$ cat config.mk
export PLATFORM = sky130hd
export DESIGN_NAME = tick_rate_controller
export DESIGN_NICKNAME = d
export VERILOG_FILES = /design/src/rtl/tick_rate_controller.sv
export SDC_FILE = /design/constraint.sdc
export NUM_CORES = 1
export LEC_CHECK = 0
export ABC_AREA = 1
export CAP_MARGIN = 10
export CORE_UTILIZATION = 50
export CTS_CLUSTER_SIZE = 12
export DETAILED_ROUTE_END_ITERATION = 10
export PLACE_DENSITY = 0.65
export SYNTH_ARGS = -nofsm -noshare
export SYNTH_HDL_FRONTEND = slang
export SYNTH_SLANG_ARGS = --single-unit
$ cat constraint.sdc
create_clock -name clk_i -period 4.9 [get_ports clk_i]
set_input_delay 0.98 -clock clk_i [delete_from_list [all_inputs] [get_ports clk_i]]
set_output_delay 0.98 -clock clk_i [all_outputs]
set_load 0.01 [all_outputs]
$ cat src/rtl/tick_rate_controller.sv
// tick_rate_controller: run-time programmable clock-enable generator.
// One divide counter produces a one-cycle tick strobe every div_q cycles and a
// phase output that toggles on each tick. New divide values arrive over a
// valid/ready port and are only applied on a tick boundary (or when stopping),
// so a running period is never cut short.
//
// Handshake: a transfer happens on a rising clk_i edge where cfg_valid_i and
// cfg_ready_o are both 1. cfg_ready_o depends only on state (never on
// cfg_valid_i); it is 0 while a change is already pending, and the offerer may
// keep cfg_valid_i high until it sees ready. A zero divide value still
// completes the transfer but is discarded and flagged on cfg_err_o.
module tick_rate_controller #(
  parameter int CNT_W       = 26,
  parameter int DEFAULT_DIV = 2
) (
  input  logic             clk_i,
  input  logic             rst_ni,
  input  logic             en_i,
  input  logic             cfg_valid_i,
  input  logic [CNT_W-1:0] cfg_div_i,
  output logic             cfg_ready_o,
  output logic             cfg_err_o,
  output logic             tick_o,
  output logic             phase_o,
  output logic             busy_o,
  output logic [1:0]       dbg_state_o
);

  typedef enum logic [1:0] {
    ST_STOP = 2'd0,
    ST_RUN  = 2'd1,
    ST_PEND = 2'd2
  } state_e;

  localparam logic [CNT_W-1:0] DIV_RST = CNT_W'(DEFAULT_DIV);
  localparam logic [CNT_W-1:0] ONE     = {{(CNT_W-1){1'b0}}, 1'b1};

  state_e           state_q, state_d;
  logic [CNT_W-1:0] cnt_q, cnt_d;
  logic [CNT_W-1:0] div_q, div_d;
  logic [CNT_W-1:0] pend_q, pend_d;
  logic             tick_q, tick_d;
  logic             phase_q, phase_d;
  logic             err_q, err_d;

  logic             accept;
  logic             accept_ok;
  logic             boundary;

  assign cfg_ready_o = (state_q != ST_PEND);
  assign busy_o      = (state_q == ST_PEND);
  assign tick_o      = tick_q;
  assign phase_o     = phase_q;
  assign cfg_err_o   = err_q;
  assign dbg_state_o = state_q;

  assign accept    = cfg_valid_i & cfg_ready_o;
  assign accept_ok = accept & (cfg_div_i != '0);
  // div_q is never 0, so div_q-1 cannot wrap and cnt_q stays below div_q.
  assign boundary  = (cnt_q == (div_q - ONE));

  // Next-state, counter and strobe computation for the divide sequencer.
  always_comb begin
    state_d = state_q;
    cnt_d   = cnt_q;
    div_d   = div_q;
    pend_d  = pend_q;
    tick_d  = 1'b0;
    phase_d = phase_q;
    err_d   = accept & (cfg_div_i == '0);

    unique case (state_q)
      ST_STOP: begin
        cnt_d = '0;
        if (accept_ok) div_d = cfg_div_i;
        if (en_i) state_d = ST_RUN;
      end
      ST_RUN: begin
        if (!en_i) begin
          cnt_d   = '0;
          state_d = ST_STOP;
          if (accept_ok) div_d = cfg_div_i;
        end else if (boundary) begin
          // Tick with the old period; a value offered on this very edge
          // applies straight away without visiting PEND.
          cnt_d   = '0;
          tick_d  = 1'b1;
          phase_d = ~phase_q;
          if (accept_ok) div_d = cfg_div_i;
        end else begin
          cnt_d = cnt_q + ONE;
          if (accept_ok) begin
            pend_d  = cfg_div_i;
            state_d = ST_PEND;
          end
        end
      end
      ST_PEND: begin
        if (!en_i) begin
          cnt_d   = '0;
          div_d   = pend_q;
          state_d = ST_STOP;
        end else if (boundary) begin
          cnt_d   = '0;
          tick_d  = 1'b1;
          phase_d = ~phase_q;
          div_d   = pend_q;
          state_d = ST_RUN;
        end else begin
          cnt_d = cnt_q + ONE;
        end
      end
      default: begin
        cnt_d   = '0;
        state_d = ST_STOP;
      end
    endcase
  end

  // State and registered outputs; reset restores the power-up divide.
  always_ff @(posedge clk_i or negedge rst_ni) begin
    if (!rst_ni) begin
      state_q <= ST_STOP;
      cnt_q   <= '0;
      div_q   <= DIV_RST;
      pend_q  <= '0;
      tick_q  <= 1'b0;
      phase_q <= 1'b1;
      err_q   <= 1'b0;
    end else begin
      state_q <= state_d;
      cnt_q   <= cnt_d;
      div_q   <= div_d;
      pend_q  <= pend_d;
      tick_q  <= tick_d;
      phase_q <= phase_d;
      err_q   <= err_d;
    end
  end

endmodule
==> results of run 1 <==
-- state kept, by name, summed over array words and instances (netlist names) --
name and flops:
cfg_err_o 1, cnt_q 26, dbg_state_o 2, div_q 26, pend_q 26, phase_o 1
tick_o 1
-- worst min path at each step --
| stage | slack [ps] | start | to | cells after the start |
|---|---|---|---|---|
| 2_1_floorplan | 450 | pend_q[0] | pend_q[0] | 2 |
| 4_1_cts | 490 | pend_q[5] | pend_q[5] | 2 |
| 3_5_place_dp | 470 | pend_q[18] | pend_q[18] | 2 |
| 6_report | 490 | pend_q[8] | pend_q[8] | 2 |
| 5_1_grt | 520 | pend_q[0] | pend_q[0] | 2 |
| 3_3_place_gp | 470 | pend_q[0] | pend_q[0] | 2 |
-- area by class of cell --
cell class	instances	area (um^2)	share of cell area, %
clock buffers	13	159	2.62
clock inverters	3	21.3	0.350
inverters	98	368	6.05
multi-input cells	597	2910	47.8
flip-flops and latches	83	2080	34.2
well taps	136	170	2.80
repair buffers	38	373	6.14
-- power by group through the flow --
| stage | Combinational, mW | Clock, mW | Sequential (mW) |
|---|---|---|---|
| 2_1_floorplan | 1.13 | 0 | 1.08 |
| 3_3_place_gp | 1.36 | 0 | 1.14 |
| 3_5_place_dp | 1.40 | 0 | 1.14 |
| 4_1_cts | 1.40 | 0.480 | 1.13 |
| 5_1_grt | 1.62 | 0.504 | 1.17 |
| 6_report | 1.40 | 0.465 | 1.14 |
-- metal layers --
metal | vias up | global-route usage [%] | routed length (um)
li1 | 2591 | - | -
met1 | 2356 | 34.4 | 6240
met2 | 136 | 40.1 | 5910
met3 | 24 | 2.67 | 583
met4 | 0 | 11.0 | 362
met5 | - | 0 | 0
-- tightest hold or removal path, stage by stage, from the launching register on --
cell	delay (ps)
dfrtp_1	350
nand2_1	50
o21ai_0	60
-- stage by stage --
step                      total power [mW]  hold WS (ps)  instances  setup slack (ps)  instance area, um^2
after global placement                2.50           465        952              1640                 5900
after CTS                             3.01           493        968              1730                 6080
after floorplan                       2.20           453        801              2560                 5470
after global routing                  3.29           515        968              1450                 6080
final                                 3.00           490        968              1760                 6080
after detailed placement              2.54           473        952              1580                 5900
-- cells by family after synthesis --
family                   Yosys count  synth area share [%]
AO/OA/AOI/OAI                     71                  6.91
XOR/XNOR                          37                  5.92
adder cells (fa/ha/maj)            6                  1.37
buffers and inverters            121                  8.96
flip-flops                        83                  38.0
AND/OR/NAND/NOR                  483                  38.8
-- placed cells by master, fill, tap and decap left out, types with 3 or more instances in the layout --
cell type / n
nand2_1: 242
nor2_1: 95
inv_1: 93
dfrtp_1: 81
nand3_1: 62
o21ai_0: 60
clkdlybuf4s50_1: 35
nor3_1: 24
nand4_1: 22
xnor2_1: 20
xor2_1: 17
nor2_2: 11
clkbuf_8: 11
nor4_1: 6
ha_1: 6
inv_2: 5
nand3b_1: 5
o21ai_1: 4
nand2_2: 3
buf_4: 3
==> flow_summary.toml, run 1 <==
[cts]
htree_levels = 3
clk_pin_slew_worst_paths_ps = 90
cts_sinks = 83
clkLatencyLatePin_ps = 360
cts_setup_buffers = 0
cts.hold.buffers_added = 0
cts_resized = 0
numCtsBuffers = 9
ctsRootBufferMaster = "clkbuf_8"
cts_tree = "built"
cts_buffer_depth = 2

[sta]
drv_slew = 0
worst_pin_slew_ps = 988
fin_setup_tns_ps = 0
slew_headroom_pct = 34.1
setup_viol = 0
max_freq_ghz = 0.318
fin_crit_ps = 3140
fin_skew_ps = 13.9
rsz0062_at_grt = "no"
final.period_utilization_pct = 64.1
hold_viol_final = 0

[global_routing]
grt_max_degree = 56
first_global_vias = 4757
grt_pass1_wl_um = 22400
antenna_found_initial = 0
grt_use_total_pct = 25.0
grt.overflow.total = 0

[layout]
fin_nets = 863
area_delta_synth_final_pct = 11.0
fill_cells = 1061
n_antenna_cell = 0
utilization_pct = 58.1
drive_gt1_share_pct = 5.89

[power_and_ir_drop]
p_int_mw = 1.62
clockPowerShare_pct = 15.5
sw_frac_of_total_pct = 46.2
p_sw_mw = 1.39
p_per_area_nw_per_um2 = 495
seqPwrFrac_pct = 37.8
irDropWorstVdd_uv = 217
combPwrFrac_pct = 46.7
p_leak_nw = 2.97

[die]
ioPinCount = 37
dieHeight_um = 107
start_util_pct = 52.3
dieArea_um2 = 11400
core_area_um2 = 10500
row_count = 37
die_w_um = 107

[setup_path]
critical_path_buf_inv_count = 4
r2r_start = "div_q[0]"
crit_path_cell_trace = "inv_1 -> ha_1 -> buf_4 -> inv_1 -> clkdlybuf4s50_1"
worst_r2r_path_depth = 14
required_ps = 3920
r2r_slack_ps = 1860
cp.depth = 5
start_kind = "flip-flop"
cp-startpoint = "dbg_state_o[0]"
cp-end-kind = "primary output"
cp_max_fo = 55
endpoint = "cfg_ready_o"
critical_path.most_common_cell = "inv_1"
max_stage_delay_ps = 500
cp_slowest_cell = "clkdlybuf4s50_1"
cp_top_family = "buffers and inverters"
critPathArrivalTime_ps = 2160
timing.rr.end = "pend_q[20]"
crit_type = "flip-flop to primary output"

[synthesis]
synth_cell_types = 36
yosysWarnings = 0
synth_nets = 837
synth_common_cells = "nand2_1 (242), nor2_1 (95), inv_1 (93)"
synthTopCellsByArea = "dfrtp_1 (37%), nand2_1 (17%), nor2_1 (6.5%)"
synth.ff_latch_count = 83
netlist_area_um2 = 5470
synth-edff-count = 0
post-synth-top-count-cell = "nand2_1"
ys_async_sr_fraction_pct = 100
synthFlopType = "dfrtp_1"
netlist.area_leader.share_pct = 37.0
ys_seq_area_share_pct = 38.0
synth_top_area_cell = "dfrtp_1"
synthCells = 801
syn_avg_cell_area_um2 = 6.83

[placed_design]
globalplace.congestion = 0.905
hpwl_um = 10100
io_buffers = 36

[drt]
avgViaCountPerCell = 5.28
drt-total-wl_um = 13100
first_pass_iters = 6
drtIter0Drc = 361
vias = 5107
wl_per_cell_um = 13.5
drc = 0
ant_nets = 0

[run]
max-cap-violations = 0

[outcome]
status = "finished, final reports clean"

[worst_hold_path]
hold_path.class = "flip-flop to flip-flop"
No activity file was read; power rests on OpenSTA's default activity.
==> inputs of run 2 (changes only) <==
- PLACE_DENSITY: 0.65 -> 0.68
- clock period: 4.9 -> 2.8 ns (I/O delays scaled with it)
==> run 2 against run 1 <==
Compared with the run above:
- die area unchanged
- first-iteration DRC count fell by 19%
- sequential power grew 75%
- clock-buffer cell count decreased by 4
- core utilization is 2.8 points higher
- largest power group unchanged
==> flow_summary.toml, run 2 (synthesis results as in run 1) <==
[outcome]
status = "finished, final reports clean"

[drt]
drc = 0
vias = 5324
wl_per_cell_um = 14.6
avgViaCountPerCell = 5.40
drtIter0Drc = 294
ant_nets = 0
drt-total-wl_um = 14400
first_pass_iters = 5

[global_routing]
grt_max_degree = 53
grt_pass1_wl_um = 23500
first_global_vias = 4960
grt.overflow.total = 0
antenna_found_initial = 0
grt_use_total_pct = 26.5

[layout]
final_cell_mix = "nand2_1 (241), nor2_1 (93), inv_1 (92)"
fin_nets = 881
top_regs = "cnt_q (26), div_q (26), pend_q (26)"
n_antenna_cell = 0
area_delta_synth_final_pct = 16.4
utilization_pct = 60.9
finalNonFillerCells = 986
final_common_cell = "nand2_1"
drive_gt1_share_pct = 8.94

[setup_path]
crit_type = "flip-flop to flip-flop"
critPathArrivalTime_ps = 3120
required_ps = 3130
cp-end-kind = "flip-flop"
start_kind = "flip-flop"
cp_max_fo = 7

[cts]
numCtsBuffers = 9
htree_levels = 3
clk_pin_slew_worst_paths_ps = 100
ctsRootBufferMaster = "clkbuf_8"
cts_tree = "built"
clkLatencyLatePin_ps = 390
cts_buffer_depth = 2
cts_sinks = 83
cts.hold.buffers_added = 0

[run]
max-cap-violations = 0

[die]
dieArea_um2 = 11400
row_count = 37
core_area_um2 = 10500
die_w_um = 107
start_util_pct = 52.3
ioPinCount = 37
dieHeight_um = 107

[power_and_ir_drop]
p_leak_nw = 3.10
totalPowerFinal_mw = 5.64
irDropWorstVdd_uv = 611
p_per_area_nw_per_um2 = 886

[sta]
hold_viol_final = 0
slew_headroom_pct = 57.0
worst_pin_slew_ps = 645
max_freq_ghz = 0.359
final.period_utilization_pct = 99.5
fin_skew_ps = 14.1
fin_crit_ps = 2790
setup_viol = 0
fin_setup_tns_ps = 0
drv_slew = 0

[placed_design]
io_buffers = 36
placed_cells = 959
globalplace.congestion = 0.945
hpwl_um = 10600

[worst_hold_path]
hold_path.class = "input pin to async pin"
run 2: cell count changes in the layout (fill, tap and decap cells not counted), moves of 2 or more:
cell,change
nor2_1,-2
clkbuf_8,-2
clkbuf_16,+2
inv_6,+2
nor2_4,+4
nor2_2,-2
buf_4,+7
buf_12,+5
clkbuf_1,-2
run 2: where the power goes:
group	internal [mW]	switching (mW)	total [mW]
logic	1.06	1.74	2.80
registers	1.58	0.415	2.00
clock network	0.336	0.510	0.845
run 2: area by class of cell:
type / instances / area (um^2)
timing repair buffer: 54 / 592
sequential: 83 / 2080
clock buffer: 9 / 124
multi-input combinational: 599 / 2980
fill: 1001 / 4090
inverter: 98 / 368
tap: 136 / 170
clock inverter: 7 / 57.6
run 2: worst paths after layout:
path	depth (start not counted)	startpoint	slack [ps]	endpoint
max	15	div_q[6]	10	div_q[1]
max reg2reg	15	div_q[6]	10	div_q[1]
min	1	rst_ni	190	cnt_q[24]
min reg2reg	2	pend_q[13]	490	pend_q[13]
min in group clk_i	2	pend_q[13]	490	pend_q[13]
max in group asynchronous	2	rst_ni	1980	pend_q[4]
run 2: what timing repair did:
item                       CTS  global route
resized for setup            0            14
setup endpoints to repair    0            48
buffers inserted             0             6
run 2: through the flow:
stage          hold slack (ps)  setup slack, ps  area [um^2]
2_1_floorplan              264              524         5470
3_3_place_gp               466              152         6000
3_5_place_dp               474             96.5         6000
4_1_cts                    210             87.4         6180
5_1_grt                    240            -87.8         6370
6_report                   186             13.2         6370
run 2: metal layers:
| layer | part of all wire, % | GRT usage, % | up-vias |
|---|---|---|---|
| met3 | 4.3 | 3.95 | 38 |
| met2 | 47 | 42.4 | 176 |
| met4 | 3.4 | 12.6 | 0 |
| met1 | 45 | 35.4 | 2469 |
| met5 | 0 | 0 | - |
| li1 | - | - | 2641 |
run 2: worst max-delay path, cell delays in order (launching register included):
cell and delay, ps:
dfrtp_1 470, nor2_1 240, nand2_2 140, nor2_8 180, buf_2 200, nand3_1 80
nand2_1 70, nand2_1 80, nor2_1 170, nand2_1 110, nor2_4 140, nand3_4 150
o211ai_4 270, clkbuf_16 260, nand3_1 70, nand2_1 80
